$ cat src/rtl/mc_pkg.sv
// Shared encodings for the multicycle ARM control unit: FSM states, ALU opcodes,
// data-processing cmd values and datapath mux selects.
package mc_pkg;

    typedef enum logic [3:0] {
        S_FETCH    = 4'd0,
        S_DECODE   = 4'd1,
        S_MEMADR   = 4'd2,
        S_MEMREAD  = 4'd3,
        S_MEMWB    = 4'd4,
        S_MEMWRITE = 4'd5,
        S_EXECUTER = 4'd6,
        S_EXECUTEI = 4'd7,
        S_ALUWB    = 4'd8,
        S_BRANCH   = 4'd9
    } state_t;

    localparam logic [2:0] ALU_ADD = 3'd0;
    localparam logic [2:0] ALU_SUB = 3'd1;
    localparam logic [2:0] ALU_AND = 3'd2;
    localparam logic [2:0] ALU_ORR = 3'd3;
    localparam logic [2:0] ALU_EOR = 3'd4;
    localparam logic [2:0] ALU_SLT = 3'd5;

    localparam logic [3:0] CMD_AND = 4'b0000;
    localparam logic [3:0] CMD_EOR = 4'b0001;
    localparam logic [3:0] CMD_SUB = 4'b0010;
    localparam logic [3:0] CMD_ADD = 4'b0100;
    localparam logic [3:0] CMD_CMP = 4'b1010;
    localparam logic [3:0] CMD_ORR = 4'b1100;

    localparam logic [1:0] RES_ALUOUT    = 2'b00;
    localparam logic [1:0] RES_DATA      = 2'b01;
    localparam logic [1:0] RES_ALURESULT = 2'b10;

    localparam logic [1:0] SRCB_RM   = 2'b00;
    localparam logic [1:0] SRCB_IMM  = 2'b01;
    localparam logic [1:0] SRCB_FOUR = 2'b10;

    localparam logic [1:0] OP_DP  = 2'b00;
    localparam logic [1:0] OP_MEM = 2'b01;
    localparam logic [1:0] OP_BR  = 2'b10;

endpackage

$ cat src/rtl/mc_alu_decoder.sv
// Purpose: data-processing cmd/S -> ALUControl, FlagW, NoWrite, illegal-cmd flag.
// Latency: purely combinational, zero cycles.
// Backpressure: none; consumer samples only in the EXECUTE/ALUWB states.
module mc_alu_decoder
    import mc_pkg::*;
#(
    parameter int ALUCTRL_W = 3,
    parameter bit EN_SLT    = 1'b1,
    parameter bit EN_EOR    = 1'b1
) (
    input  logic [3:0]           cmd,
    input  logic                 s,
    output logic [ALUCTRL_W-1:0] alu_ctrl,
    output logic [1:0]           flag_w,
    output logic                 no_write,
    output logic                 illegal_cmd
);

    localparam bit WIDE   = (ALUCTRL_W >= 3);
    localparam bit EOR_OK = EN_EOR && WIDE;

    logic [2:0] op_sel;

    always_comb begin
        op_sel      = ALU_ADD;
        flag_w      = 2'b00;
        no_write    = 1'b0;
        illegal_cmd = 1'b0;
        case (cmd)
            CMD_ADD: begin
                op_sel = ALU_ADD;
                flag_w = {s, s};
            end
            CMD_SUB: begin
                op_sel = ALU_SUB;
                flag_w = {s, s};
            end
            CMD_AND: begin
                op_sel = ALU_AND;
                flag_w = {s, 1'b0};
            end
            CMD_ORR: begin
                op_sel = ALU_ORR;
                flag_w = {s, 1'b0};
            end
            CMD_EOR: begin
                if (EOR_OK) begin
                    op_sel = ALU_EOR;
                    flag_w = {s, 1'b0};
                end else begin
                    illegal_cmd = 1'b1;
                end
            end
            CMD_CMP: begin
                // S=0 is reused as SLT when enabled; otherwise it behaves as a plain compare
                if (!s && EN_SLT) begin
                    if (WIDE) op_sel = ALU_SLT;
                    else      illegal_cmd = 1'b1;
                end else begin
                    op_sel   = ALU_SUB;
                    flag_w   = 2'b11;
                    no_write = 1'b1;
                end
            end
            default: illegal_cmd = 1'b1;
        endcase
    end

    assign alu_ctrl = op_sel[ALUCTRL_W-1:0];

endmodule

$ cat src/rtl/multicycle_ctrl.sv
// Purpose: multicycle ARM control FSM (FETCH..WRITEBACK) with parametrised ALU decode.
// Latency: B 3, DP 4, STR 4, LDR 5 cycles; one idle cycle after reset release.
// Backpressure: Stall holds FETCH/MEMREAD/MEMWRITE and masks IRWrite/PCWrite/MemW.
module multicycle_ctrl
    import mc_pkg::*;
#(
    parameter int ALUCTRL_W = 3,
    parameter bit EN_SLT    = 1'b1,
    parameter bit EN_EOR    = 1'b1
) (
    input  logic                 clk,
    input  logic                 reset,
    input  logic [1:0]           Op,
    input  logic [5:0]           Funct,
    input  logic [3:0]           Rd,
    input  logic                 Stall,
    output logic                 PCWrite,
    output logic                 AdrSrc,
    output logic                 IRWrite,
    output logic                 MemW,
    output logic                 RegW,
    output logic [1:0]           ResultSrc,
    output logic                 ALUSrcA,
    output logic [1:0]           ALUSrcB,
    output logic [1:0]           ImmSrc,
    output logic [1:0]           RegSrc,
    output logic [ALUCTRL_W-1:0] ALUControl,
    output logic [1:0]           FlagW,
    output logic                 NoWrite,
    output logic                 Branch,
    output logic                 InstrDone,
    output logic                 Illegal
);

    state_t state_q, state_d;
    logic   run_q;
    logic   illegal_q;
    logic   set_illegal;

    logic [ALUCTRL_W-1:0] dec_alu;
    logic [1:0]           dec_flag_w;
    logic                 dec_no_write;
    logic                 dec_illegal;

    mc_alu_decoder #(
        .ALUCTRL_W (ALUCTRL_W),
        .EN_SLT    (EN_SLT),
        .EN_EOR    (EN_EOR)
    ) u_alu_dec (
        .cmd         (Funct[4:1]),
        .s           (Funct[0]),
        .alu_ctrl    (dec_alu),
        .flag_w      (dec_flag_w),
        .no_write    (dec_no_write),
        .illegal_cmd (dec_illegal)
    );

    always_ff @(posedge clk or negedge reset) begin
        if (!reset) begin
            state_q   <= S_FETCH;
            run_q     <= 1'b0;
            illegal_q <= 1'b0;
        end else begin
            state_q <= state_d;
            run_q   <= 1'b1;
            if (set_illegal) illegal_q <= 1'b1;
        end
    end

    always_comb begin
        state_d     = state_q;
        set_illegal = 1'b0;
        PCWrite     = 1'b0;
        AdrSrc      = 1'b0;
        IRWrite     = 1'b0;
        MemW        = 1'b0;
        RegW        = 1'b0;
        ResultSrc   = RES_ALUOUT;
        ALUSrcA     = 1'b0;
        ALUSrcB     = SRCB_RM;
        ALUControl  = ALUCTRL_W'(ALU_ADD);
        FlagW       = 2'b00;
        NoWrite     = 1'b0;
        Branch      = 1'b0;
        InstrDone   = 1'b0;

        case (state_q)
            S_FETCH: begin
                IRWrite   = 1'b1;
                PCWrite   = 1'b1;
                ALUSrcA   = 1'b1;
                ALUSrcB   = SRCB_FOUR;
                ResultSrc = RES_ALURESULT;
                if (!Stall) state_d = S_DECODE;
            end
            S_DECODE: begin
                ALUSrcA = 1'b1;
                ALUSrcB = SRCB_FOUR;
                case (Op)
                    OP_MEM:  state_d = S_MEMADR;
                    OP_DP:   state_d = Funct[5] ? S_EXECUTEI : S_EXECUTER;
                    OP_BR:   state_d = S_BRANCH;
                    default: begin
                        state_d     = S_FETCH;
                        set_illegal = 1'b1;
                        InstrDone   = 1'b1;
                    end
                endcase
            end
            S_MEMADR: begin
                ALUSrcB    = SRCB_IMM;
                ALUControl = Funct[3] ? ALUCTRL_W'(ALU_ADD) : ALUCTRL_W'(ALU_SUB);
                state_d    = Funct[0] ? S_MEMREAD : S_MEMWRITE;
            end
            S_MEMREAD: begin
                AdrSrc = 1'b1;
                if (!Stall) state_d = S_MEMWB;
            end
            S_MEMWB: begin
                ResultSrc = RES_DATA;
                RegW      = 1'b1;
                InstrDone = 1'b1;
                state_d   = S_FETCH;
            end
            S_MEMWRITE: begin
                AdrSrc    = 1'b1;
                MemW      = 1'b1;
                InstrDone = 1'b1;
                if (!Stall) state_d = S_FETCH;
            end
            S_EXECUTER, S_EXECUTEI: begin
                ALUSrcB     = (state_q == S_EXECUTEI) ? SRCB_IMM : SRCB_RM;
                ALUControl  = dec_alu;
                FlagW       = dec_flag_w;
                NoWrite     = dec_no_write;
                set_illegal = dec_illegal;
                state_d     = S_ALUWB;
            end
            S_ALUWB: begin
                RegW      = !dec_no_write && !dec_illegal;
                InstrDone = 1'b1;
                state_d   = S_FETCH;
            end
            S_BRANCH: begin
                ALUSrcB   = SRCB_IMM;
                ResultSrc = RES_ALURESULT;
                Branch    = 1'b1;
                InstrDone = 1'b1;
                state_d   = S_FETCH;
            end
            default: state_d = S_FETCH;
        endcase

        // a register write to R15 is a jump, so the PC must load as well
        if (RegW && (Rd == 4'd15)) PCWrite = 1'b1;

        // stalled cycles repeat, so nothing that commits may fire until memory is ready
        if (Stall && (state_q == S_FETCH || state_q == S_MEMREAD || state_q == S_MEMWRITE)) begin
            IRWrite   = 1'b0;
            PCWrite   = 1'b0;
            MemW      = 1'b0;
            InstrDone = 1'b0;
        end

        // run_q clears asynchronously, so this also drops strobes the moment reset asserts
        if (!run_q) begin
            state_d     = S_FETCH;
            set_illegal = 1'b0;
            PCWrite     = 1'b0;
            IRWrite     = 1'b0;
            MemW        = 1'b0;
            RegW        = 1'b0;
            FlagW       = 2'b00;
            NoWrite     = 1'b0;
            Branch      = 1'b0;
            InstrDone   = 1'b0;
        end
    end

    assign ImmSrc  = Op;
    assign RegSrc  = {Op == OP_MEM, Op == OP_BR};
    assign Illegal = illegal_q;

endmodule

$ cat config.mk
export PLATFORM = sky130hd
export DESIGN_NAME = multicycle_ctrl
export DESIGN_NICKNAME = d
export VERILOG_FILES = /design/src/rtl/mc_pkg.sv /design/src/rtl/mc_alu_decoder.sv /design/src/rtl/multicycle_ctrl.sv
export SDC_FILE = /design/constraint.sdc
export NUM_CORES = 1
export LEC_CHECK = 0
export ABC_AREA = 1
export CAP_MARGIN = 20
export CORE_AREA = 4 4 50 52
export CTS_BUF_LIST = sky130_fd_sc_hd__clkbuf_8
export CTS_CLUSTER_DIAMETER = 40
export DETAILED_ROUTE_END_ITERATION = 10
export DIE_AREA = 0 0 54 56
export PLACE_DENSITY = 0.68
export SLEW_MARGIN = 20
export SYNTH_ARGS = -nofsm -noshare
export SYNTH_HDL_FRONTEND = slang
export SYNTH_SLANG_ARGS = --single-unit
$ cat constraint.sdc
create_clock -name clk -period 4.5 [get_ports clk]
set_input_delay 1.35 -clock clk [delete_from_list [all_inputs] [get_ports clk]]
set_output_delay 1.35 -clock clk [all_outputs]
set_load 0.03 [all_outputs]
==> reports/qor.yml <==
drtIter0Drc: 47
overflow: 0
ant_nets: 0
synth_edf_count: 0
post-dp-hpwl_um: 1640
layout-drive-gt1-share: 0.140
status: "finished clean"
setup_viol: 0
place_congestion: 0.869
synth_seq_cells: 6
max_stage_delay_ns: 0.66
cts_setup_buffers: 0
finalMaxSlewViolations: 0
cp-end-kind: "primary output"
drtPass1Iterations: 6
crit_type: "input port to primary output"
critPathArrivalTime_ns: 2.99
crit_required_ns: 3.15
ios: 38
grt_pass1_vias: 820
p_clk_frac: 0.212
power_frac_seq: 0.195
io_buffers: 37
clk_latency_ns: 0.23
yosysUniqueCellTypes: 24
p_int_w: 0.000210
period_share: 0.964
p_sw_frac: 0.461
switchingPower_w: 0.000179
dieWidth_um: 54
max_clock_freq_mhz: 231
chipHeight_um: 56
synth_top_area_frac: 0.219
p_per_area_nw_per_um2: 347
synth_common_cells: "nand2_1, inv_1, nor2_1, a21oi_1, nand3_1"
leakage_nw: 0.579
antenna_found_initial: 0
grtUsageTotal: 0.144
whs_ns: 0.504
dieArea_um2: 3020
combPwrFrac: 0.593
via_per_inst: 4.75
syn_nets: 134
cts_tree: "yes"
area_growth_pct: 62.8
wire_per_inst_um: 10.8
diodes: 0
rows: 17
crit_chain: "clkdlybuf4s50_1 > inv_1 > nor3_2 > o21a_1 > clkdlybuf4s50_1"
tns_ns: 0
path_max_fanout: 4
skew_ns: 0.00351
cp_common_cell: "clkdlybuf4s50_1"
yosys.area.top_type: "dfrtp_1"
layout.nets: 174
synth-seq-area-share: 0.219
hold_viol_final: 0
syn_inst: 119
grt_setup_unrepaired: "no"
synth.top_cells.by_area: "dfrtp_1, nand2_1, inv_1"
grt_start_max_net_pins: 8
hold_buffers: 0
synth_warnings: 0
cp-start-kind: "input port"
cp_slowest_cell: "clkdlybuf4s50_1"
core-area_um2: 2110
syn_area_per_cell_um2: 5.77
utilization: 0.531
grt_first_pass_wirelength_um: 3330
drc: 0
via_count: 878
p_total_w: 0.000389
period_needed_ns: 4.34
async_flop_share: 1.00
drv_cap: 0
irDropWorstVdd_mv: 0.219
cts_root_buf: "clkbuf_8"
synth.most_common_cell: "nand2_1"
drt_wl_total_um: 2000
htree_levels: 1
ys.flop_type: "dfrtp_1"
syn_area_um2: 687
clock-sinks: 6
hold_class: "flop to flop"
start_util: 0.326
clk_pin_slew_worst_paths_ns: 0.03
cts_buffers: 3
clock_path_buffers: 2
stage by stage:
step	instances	setup WS [ns]	instance area, um^2
global route	185	0.0556	1120
floorplan	119	0.736	687
finish	185	0.162	1120
detailed placement	182	0.0618	1070
global placement	182	0.0908	1070
CTS	185	0.0632	1110
repair_timing:
action / CTS / global route
endpoints found under the hold margin: 0 / 0
gates resized for setup: 0 / 3
endpoints found under the setup margin: 0 / 3
critical path, delay by kind of cell:
kind	cells	cell delay, ns
buffers and inverters	3	1.26
AND/OR/NAND/NOR	1	0.22
AO/OA/AOI/OAI	1	0.16
sequential cells by signal (all words and copies together), names as in the netlist:
| name | count |
|---|---|
| Illegal | 1 |
| state_q | 4 |
| run_q | 1 |
final cells by class:
class                      count  area (um^2)
tap                           28         35.0
fill                         213          987
multi-input combinational     84          417
inverter                      26         97.6
clock buffer                   3         41.3
sequential                     6          150
timing repair buffer          38          378
layer usage:
layer	part of all wire	track usage
met5	0	0
met4	0.0095	0.0712
met3	0.11	0.0349
met2	0.46	0.230
met1	0.43	0.173
power groups by stage:
stage	registers [W]	clock network (W)	logic, W
2_1_floorplan	0.0000783	0	0.000148
3_3_place_gp	0.0000763	0	0.000230
3_5_place_dp	0.0000759	0	0.000231
4_1_cts	0.0000753	0.0000848	0.000232
5_1_grt	0.0000766	0.0000899	0.000250
6_report	0.0000756	0.0000825	0.000230
worst paths after layout:
check | startpoint | to | slack [ns] | depth (start not counted)
worst max-delay path | Op[0] | InstrDone | 0.16 | 5
max in group asynchronous | reset | Illegal | 2.92 | 1
worst max register to register | state_q[3] | Illegal | 3.04 | 7
min in group asynchronous | reset | state_q[2] | 1.36 | 1
worst min register to register | Illegal | Illegal | 0.50 | 2
worst min-delay path | Illegal | Illegal | 0.50 | 2
placed cells by master (no fill, tap or decap):
cell type and count:
o21ai_0 3, o22ai_1 1, nor2_2 3, o21ai_1 3
nor3_1 1, nor3_2 1, o311ai_0 1, dlymetal6s2s_1 3
clkdlybuf4s50_1 31, nand3_1 7, conb_1 1, a211oi_1 1
or2_1 1, inv_1 21, o21a_1 1, nand2_1 23
nor2_4 2, nor2_1 20, nand2_2 3, buf_4 4
dfrtp_1 6, a31oi_2 1, clkbuf_8 3, o31ai_1 1
a21oi_1 8, o211ai_1 2, inv_2 5
cell families after synthesis:
kind of cell           count (synthesis)  synth area share
buffers and inverters                 29             0.175
AOI/OAI and AO/OA                     22             0.197
and+or+nand+nor                       61             0.404
other                                  1           0.00546
DFF                                    6             0.219
Note: power is estimated with default switching activity, not from simulation.
